[config.mk]
export PLATFORM = sky130hd
export DESIGN_NAME = bus_xfer_sequencer
export DESIGN_NICKNAME = d
export VERILOG_FILES = /design/src/rtl/bus_xfer_sequencer.sv
export SDC_FILE = /design/constraint.sdc
export NUM_CORES = 1
export LEC_CHECK = 0
export CORE_ASPECT_RATIO = 0.5
export CORE_MARGIN = 8
export CORE_UTILIZATION = 50
export DETAILED_ROUTE_END_ITERATION = 8
export HOLD_SLACK_MARGIN = 0.02
export MAX_ROUTING_LAYER = met4
export PLACE_DENSITY = 0.8
export SLEW_MARGIN = 20
export SYNTH_ARGS = -nofsm -noshare
export SYNTH_HDL_FRONTEND = slang
export SYNTH_SLANG_ARGS = --single-unit
[constraint.sdc]
create_clock -name clock -period 2.6 [get_ports clock]
set_input_delay 0.52 -clock clock [delete_from_list [all_inputs] [get_ports clock]]
set_output_delay 0.52 -clock clock [all_outputs]
set_load 0.005 [all_outputs]
[src/rtl/bus_xfer_sequencer.sv]
// -----------------------------------------------------------------------------
// bus_xfer_sequencer
//
// Purpose:
//   Load side of the 32-bit datapath bus. Sequences one register-transfer
//   micro-op at a time (src -> bus -> dst). It turns an encoded request into a
//   one-hot bus-mux out-select and a one-hot destination load enable, both
//   asserted together for a single DRIVE cycle. When the source is MDR it can
//   first fetch MDR from memory through a read handshake with a timeout.
//
// Ports:
//   clock       in   1   system clock, rising edge
//   clear       in   1   asynchronous active-high reset
//   req_valid   in   1   transfer request valid
//   req_ready   out  1   request can be accepted (IDLE only)
//   req_src     in   5   source code (0-15 R0-R15, 16 HI, 17 LO, 18 Zhigh,
//                        19 Zlow, 20 PC, 21 MDR, 22 InPort, 23 C)
//   req_dst     in   5   dest code (0-15 R0-R15, 16 HI, 17 LO, 18 PC, 19 MDR,
//                        20 MAR, 21 IR, 22 Y, 23 OutPort)
//   req_mem_rd  in   1   fill MDR from memory before driving (src must be 21)
//   src_sel     out  24  one-hot bus-mux out-select
//   dst_ld      out  24  one-hot destination load enable
//   mem_read    out  1   memory read strobe, high for every MEM_WAIT cycle
//   mdr_ld_mem  out  1   one-cycle MDR load-from-memory strobe
//   mem_done    in   1   memory read data valid
//   xfer_done   out  1   one-cycle pulse, transfer completed
//   xfer_err    out  1   one-cycle pulse, request rejected or timed out
// -----------------------------------------------------------------------------
module bus_xfer_sequencer #(
  parameter int MEM_TIMEOUT = 16
) (
  input  logic        clock,
  input  logic        clear,
  input  logic        req_valid,
  output logic        req_ready,
  input  logic [4:0]  req_src,
  input  logic [4:0]  req_dst,
  input  logic        req_mem_rd,
  output logic [23:0] src_sel,
  output logic [23:0] dst_ld,
  output logic        mem_read,
  output logic        mdr_ld_mem,
  input  logic        mem_done,
  output logic        xfer_done,
  output logic        xfer_err
);

  localparam logic [1:0] IDLE     = 2'd0;
  localparam logic [1:0] MEM_WAIT = 2'd1;
  localparam logic [1:0] DRIVE    = 2'd2;
  localparam logic [1:0] DONE     = 2'd3;

  // The counter only has to reach MEM_TIMEOUT-1.
  localparam int              CW   = (MEM_TIMEOUT > 1) ? $clog2(MEM_TIMEOUT) : 1;
  localparam logic [CW-1:0]   LAST = CW'(MEM_TIMEOUT - 1);

  logic [1:0]    r_state;
  logic [4:0]    r_src;
  logic [4:0]    r_dst;
  logic [CW-1:0] r_count;
  logic          r_mdrPending;

  logic w_accept;
  logic w_illegal;

  // Requests are taken only in IDLE; anything presented elsewhere is ignored.
  assign req_ready = (r_state == IDLE);
  assign w_accept  = req_valid && req_ready;

  // Codes above 23 do not exist, and a memory fill only makes sense for MDR.
  assign w_illegal = (req_src > 5'd23) || (req_dst > 5'd23) ||
                     (req_mem_rd && (req_src != 5'd21));

  // Single registered sequencer. The pulse-style outputs default to zero every
  // cycle, so each state only raises what it needs for the following cycle.
  // The memory path spends an extra DRIVE cycle (r_mdrPending) so that MDR
  // captures memory data before it is ever placed on the bus.
  always_ff @(posedge clock or posedge clear) begin
    if (clear) begin
      r_state      <= IDLE;
      r_src        <= 5'd0;
      r_dst        <= 5'd0;
      r_count      <= '0;
      r_mdrPending <= 1'b0;
      src_sel      <= 24'd0;
      dst_ld       <= 24'd0;
      mem_read     <= 1'b0;
      mdr_ld_mem   <= 1'b0;
      xfer_done    <= 1'b0;
      xfer_err     <= 1'b0;
    end else begin
      src_sel    <= 24'd0;
      dst_ld     <= 24'd0;
      mdr_ld_mem <= 1'b0;
      xfer_done  <= 1'b0;
      xfer_err   <= 1'b0;

      case (r_state)
        IDLE: begin
          if (w_accept) begin
            if (w_illegal) begin
              xfer_err <= 1'b1;
            end else begin
              r_src <= req_src;
              r_dst <= req_dst;
              if (req_mem_rd) begin
                r_state  <= MEM_WAIT;
                r_count  <= '0;
                mem_read <= 1'b1;
              end else begin
                r_state <= DRIVE;
                src_sel <= 24'd1 << req_src;
                dst_ld  <= 24'd1 << req_dst;
              end
            end
          end
        end

        MEM_WAIT: begin
          // mem_done takes priority over a timeout in the same cycle.
          if (mem_done) begin
            mem_read     <= 1'b0;
            mdr_ld_mem   <= 1'b1;
            r_mdrPending <= 1'b1;
            r_state      <= DRIVE;
          end else if (r_count == LAST) begin
            mem_read <= 1'b0;
            xfer_err <= 1'b1;
            r_state  <= IDLE;
          end else begin
            r_count <= r_count + CW'(1);
          end
        end

        DRIVE: begin
          if (r_mdrPending) begin
            r_mdrPending <= 1'b0;
            src_sel      <= 24'd1 << r_src;
            dst_ld       <= 24'd1 << r_dst;
          end else begin
            xfer_done <= 1'b1;
            r_state   <= DONE;
          end
        end

        default: begin
          r_state <= IDLE;
        end
      endcase
    end
  end

endmodule
==> summary.md <==
| Metric | Value |
|---|---|
| Area delta synth->final | 36.2% |
| Clock Latency Late Sink | between 0.3 and 0.4 ns |
| Clock tree from TritonCTS | yes |
| DRC Markers | 0 |
| FF-to-FF Start | r_state[1]$_DFFE_PP0P_ |
| Total CTS buffers | 9 |
| Rows | 20 |
| GP Congestion | about 1.1 |
| Number of sinks driven by the clock tree | 69 |
| Worst Hold Class | reg -> reg |
| Via Count | ~2600 |
| Post-CTS Hold Buffers | 0 |
| Die width | around 130 µm |
| PwrDens | slightly below 900 nW/µm² |
| Share of cells above drive strength 1 | 0.116 |
| GRT Total Usage | 0.203 |
| Final ANT Viol Nets | 0 |
| Worst-margin pin slew | approximately 0.76 ns |
| Xor-xnor portion of the synthesized cell area | 0 |
| Global-route wire length before repair | between 10000 and 15000 µm |
| Placed Instances | approximately 410 |
| Clock Skews | about 0.009 ns |
| HP Start | mem_read$_DFFE_PP0P_ |
| Overall Power | ~3.6 mW |
| Syn avg cell area | roughly 11 µm² |
| Slew margin rel. | 0.489 |
| Worst reg2reg endpoint | r_src[2]$_DFFE_PP0P_ |
| Largest family of logic cells by synthesized area | simple AND/OR/NAND/NOR gates |
| Status | complete, no violations |
| Pin count of the biggest net entering global routing | 70 |
| Post-Synth Simple-Gate Area | 0.204 |
| Post-Synth Adder-Cell Area | 0.00416 |
| Leakage | 1.72 nW |
| IO Count | 68 |
| FFs w/ async S/R, synth | 1.00 |
| RSZ-0062 raised after global routing | no |
| Post-DP HPWL | ~6000 µm |
| Sequential element share of the synthesized area | 0.574 |
| WL/cell | 19.5 µm |
| Setup crit end kind | output port |
| Routed WL | between 8000 and 9000 µm |
| Grt total ovfl | 0 |
| Syn Std Cell Area | 3010 µm² |
| Ys flop type | dfrtp_1 |
| Post-synth EDFFs | 0 |
| Startpoint types | flip-flop |
| Number of gates resized after cts | 0 |
| Setup bufs post-CTS | 0 |
| Vias per inst | 6.08 |
| Antenna cells | 0 |
| Port Buf Inserts | 67 |
| Die height | 70.9 µm |
| Area leader, netlist | dfrtp_1 |
| Critical path class | reg -> out |
| WHS Path Cells | 2 |
| Initial core utilization | 0.508 |
| Initial DRC Count | between 400 and 500 |
| Fmax | roughly 0.41 GHz |
| Final Max Slew Viols | 0 |
| Final #Nets | roughly 360 |
| Post-route insts no fill | roughly 430 |
| Max H-tree Level | 3 |
| Crit-path max FO | 8 |
| Worst reg2reg path depth | 4 |
| PnR worst setup slack | ~0.13 ns |
| Flop2flop setup slack | 0.52 ns |
| Cell with the most instances after synthesis | dfrtp_1 |
| Fin Setup TNS | 0 ns |
| Worst Path Arrival | between 1.5 and 2 ns |
| Portion of netlist area occupied by mux cells | 0.0424 |
| Final setup viols | 0 |
| Hold EP | mem_read$_DFFE_PP0P_ |
| Core area | approximately 5900 µm² |
| Clock root cell | clkbuf_16 |
| Critical Path RT | 2.08 ns |
| Vias in the first global route | 2636 |
| Final hold vios | 0 |
| Syn nets | between 200 and 300 |
| Cell variety after synth | between 40 and 50 |
| Antenna violations before repair | 0 |
| Fin crit share | 0.948 |
| Worst VDD drop | roughly 0.45 mV |
| Post-synthesis compound-gate area fraction | 0.147 |
| Synth Register Bits | approximately 70 |
| Top cells by area, synth | dfrtp_1 (57%), o22ai_1 (5.4%), nand3_1 (4.7%), mux2_4 (3.5%), nand2_1 (3.2%) |
| Pre-CTS WS | between 0.2 and 0.3 ns |
| Die area | between 8000 and 9000 µm² |
| Clk slew on worst S/H paths | roughly 0.060 ns |
| Min Tclk post-route | about 2.5 ns |
| Pre-antenna DRT Iters | 5 |
| Synth top cells by count | dfrtp_1 (69), nand3_1 (28), nand2_1 (26), o22ai_1 (26), o21ai_0 (16) |
| Number of max-cap violations | 0 |
| Yosys synthesis warning count | 0 |
| Post-synthesis cell count | 275 |
| Top-area cell type share of the netlist area | 0.574 |
| Longest Clk Path Bufs | 2 |
[area by class of cell]
type	instances	area, µm²
fillers	412	1830
flip-flops and latches	69	1730
multi-input cells	190	1200
repair buffers	73	728
clock buffers	11	253
well taps	77	96.3
clock inverters	5	81.3
inverters	4	15.0
[worst max-delay path: stages, from the launching register on]
cell and delay [ns]:
dfrtp_1 0.48, nor2_1 0.51, clkdlybuf4s50_1 0.62
[power by group]
| group | internal [mW] | leakage (nW) | total (mW) | switching (mW) |
|---|---|---|---|---|
| Clock | 0.893 | 0.162 | 1.34 | 0.445 |
| Combinational | 0.389 | 0.624 | 0.823 | 0.434 |
| Sequential | 1.24 | 0.931 | 1.46 | 0.226 |
| Total | 2.52 | 1.72 | 3.62 | 1.11 |
[worst max path at each step]
stage                           startpoint                   end  slack, ns  depth (start not counted)
floorplan                            clear   dst_ld[0]$_DFF_PP0_       0.34                          1
global placement                req_dst[3]  r_dst[0]$_DFFE_PP0P_       0.35                          5
detailed placement              req_dst[3]  r_dst[1]$_DFFE_PP0P_       0.26                          5
CTS                 r_state[1]$_DFFE_PP0P_             req_ready       0.16                          2
global route        r_state[1]$_DFFE_PP0P_             req_ready       0.04                          2
finish              r_state[1]$_DFFE_PP0P_             req_ready       0.13                          2
[flip-flops by register name (all words and copies together) (netlist names)]
signal,flops
r_dst,5
r_src,5
mdr_ld_mem,1
dst_ld,24
src_sel,24
xfer_err,1
r_count,4
r_state,2
mem_read,1
xfer_done,1
r_mdrPending,1
[metal layers]
metal / wire length [µm] / vias up / global-route usage
li1: - / 1153 / -
met4: 188 / 0 / 0.0779
met5: 0 / - / -
met1: 3430 / 1258 / 0.243
met3: 751 / 35 / 0.0675
met2: 4010 / 162 / 0.314
[placed cells by master, fill, tap and decap left out, types with 2 or more instances in the layout]
cell,instances
o32ai_1,6
a22o_1,2
mux2_2,2
clkbuf_16,9
clkdlybuf4s50_1,67
or2_2,2
buf_4,5
inv_1,3
o31ai_1,2
mux2_4,7
nand3_1,28
nor3b_1,2
nand3b_1,2
and2_1,4
nand2_1,26
dfrtp_1,69
nor2_1,11
o21ai_0,16
nor2b_1,11
a31oi_1,2
o22ai_1,26
clkbuf_8,2
nand4_1,5
nand2b_1,11
bufinv_16,2
nor3_1,2
and3_1,4
[logic make-up (layout without fill, tap and decap cells)]
group,after synthesis,in the layout
and+or+nand+nor,115,115
AOI/OAI and AO/OA,65,65
DFF,69,69
muxes,9,9
buffers and inverters,16,93
adders and majority gates,1,1
[stage by stage]
step	cell area, µm²	utilization	hold slack [ns]
5_1_grt	4100	0.691	0.538
3_5_place_dp	3760	0.635	0.506
3_3_place_gp	3760	0.635	0.493
2_1_floorplan	3010	-	0.492
6_report	4100	0.691	0.520
4_1_cts	4100	0.691	0.519
Power figures use the tool's default switching activity.
==> variant 1: new RTL, config.mk and constraints unchanged <==
Change the parameter `MEM_TIMEOUT` from 16 to 8.
--- a/src/rtl/bus_xfer_sequencer.sv
+++ b/src/rtl/bus_xfer_sequencer.sv
@@ -28,5 +28,5 @@
 // -----------------------------------------------------------------------------
 module bus_xfer_sequencer #(
-  parameter int MEM_TIMEOUT = 16
+  parameter int MEM_TIMEOUT = 8
 ) (
   input  logic        clock,
Formal check against the unedited RTL: not equivalent (Yosys sat finds a counterexample within 10 cycles, from zero or initial values).
==> variant 1 against the unedited design <==
  * Non-clock buffer count is 2 lower
  * Worst setup slack improved by 0.38 ns
  * Clock skew down 0.0056 ns
  * Sequential cell count down 1
  * Cell area shrank 4.2%
  * Clock power fell by 10%
  * Wire length shrank 8.8%
  * Synthesized area fell by 5.9%
  * Total power shrank 7.0%
  * Global-route usage is 0.77 points lower
  * Critical path type unchanged
  * Highest routed layer unchanged
==> variant 1: results (changes against the unedited design) <==
- Place WS: 0.276 ns (+0.0112 ns)
- Psw: 1.03 mW (-6.5%)
- Critical path arrival: 1.56 ns (-0.39 ns)
- Status: finished clean
- Largest net degree at the start of global routing: 69 (-1.4%)
- Clock power frac: 0.356 (-0.013)
- GRT Total Usage: 0.195 (-0.00774)
- DRT iter0 DRCs: 312 (-29%)
- Detailed placement HPWL: 5420 um (-7.6%)
- Power Combinational: 0.781 mW (-5.1%)
- Placement Cell Area: 0.00362 mm2 (-3.8%)
- Share of cells above drive strength 1: 0.125 (+0.00852)
- Routability cong.: 0.966 (-9.6%)
- IR Drop Worst-Case VDD: 477 uV (+7.0%)
- Met2 routed WL: 3750 um (-6.6%)
- Synth unique cells: 43 (-4.4%)
- Commonest cells in the netlist: 68 x dfrtp_1, 35 x o22ai_1, 26 x nand2_1
- Dominant cells by area after synthesis: dfrtp_1 60%, o22ai_1 7.7%, nand2_1 3.4%, mux2_2 3.2%, o32ai_1 3.1%
- Routed WL per cell: 19.0 um (-2.5%)
- Vias/cell: 5.89 (-3.1%)
- Met3 usage: 0.0674 (about the same)
- Met3 wire len: 628 um (-16%)
- P_leak: 1.66 nW (-3.3%)
- Placed insts: 385 (-6.8%)
- Crit Path Max Fanout: 7 (-1)
- Nets: 340 (-6.3%)
## variant 1: changes by cell type after synthesis, sizes merged, moves of 3 or more
cell | before | now
nand3 | 28 | 11
o22ai | 26 | 35
nor2b | 12 | 5
o21ai | 17 | 10
buf | 7 | 3
clkbuf | 5 | 1
o32ai | 6 | 10
and2 | 4 | 1
and3 | 5 | 2
nand4 | 5 | 2
## variant 1: area by class of cell
cell class / instances / area [um2] / area share
Timing Repair Buffer: 71 / 713 / 0.182
Sequential cell: 68 / 1700 / 0.434
Clock buffer: 11 / 243 / 0.0618
Tap cell: 73 / 91.3 / 0.0233
Multi-Input combinational cell: 169 / 1100 / 0.281
Inverter: 4 / 15.0 / 0.00383
Clock inverter: 5 / 60.1 / 0.0153
## variant 1: worst max-delay path, cell delays in order, from the launching register on
cell,delay [ns]
dfrtp_1,0.46
nor2_1,0.23
clkdlybuf4s50_1,0.55
## variant 1: cells by family after synthesis
family | share of synthesized area
AO/OA/AOI/OAI | 0.151
adder cells (fa/ha/maj) | 0.00883
buffers and inverters | 0.0110
flip-flops | 0.600
multiplexers | 0.0353
AND/OR/NAND/NOR | 0.194
## variant 1: how the worst max path moves through the flow
| stage | startpoint | end | slack [ns] | cells past startpoint |
|---|---|---|---|---|
| 6_report | r_state[1] | req_ready | 0.52 | 2 |
| 5_1_grt | r_state[1] | req_ready | 0.45 | 2 |
| 4_1_cts | r_state[1] | req_ready | 0.51 | 2 |
| 3_5_place_dp | req_src[3] | r_dst[0] | 0.28 | 5 |
| 3_3_place_gp | req_src[3] | r_dst[4] | 0.31 | 5 |
| 2_1_floorplan | clear | dst_ld[0] | 0.37 | 1 |
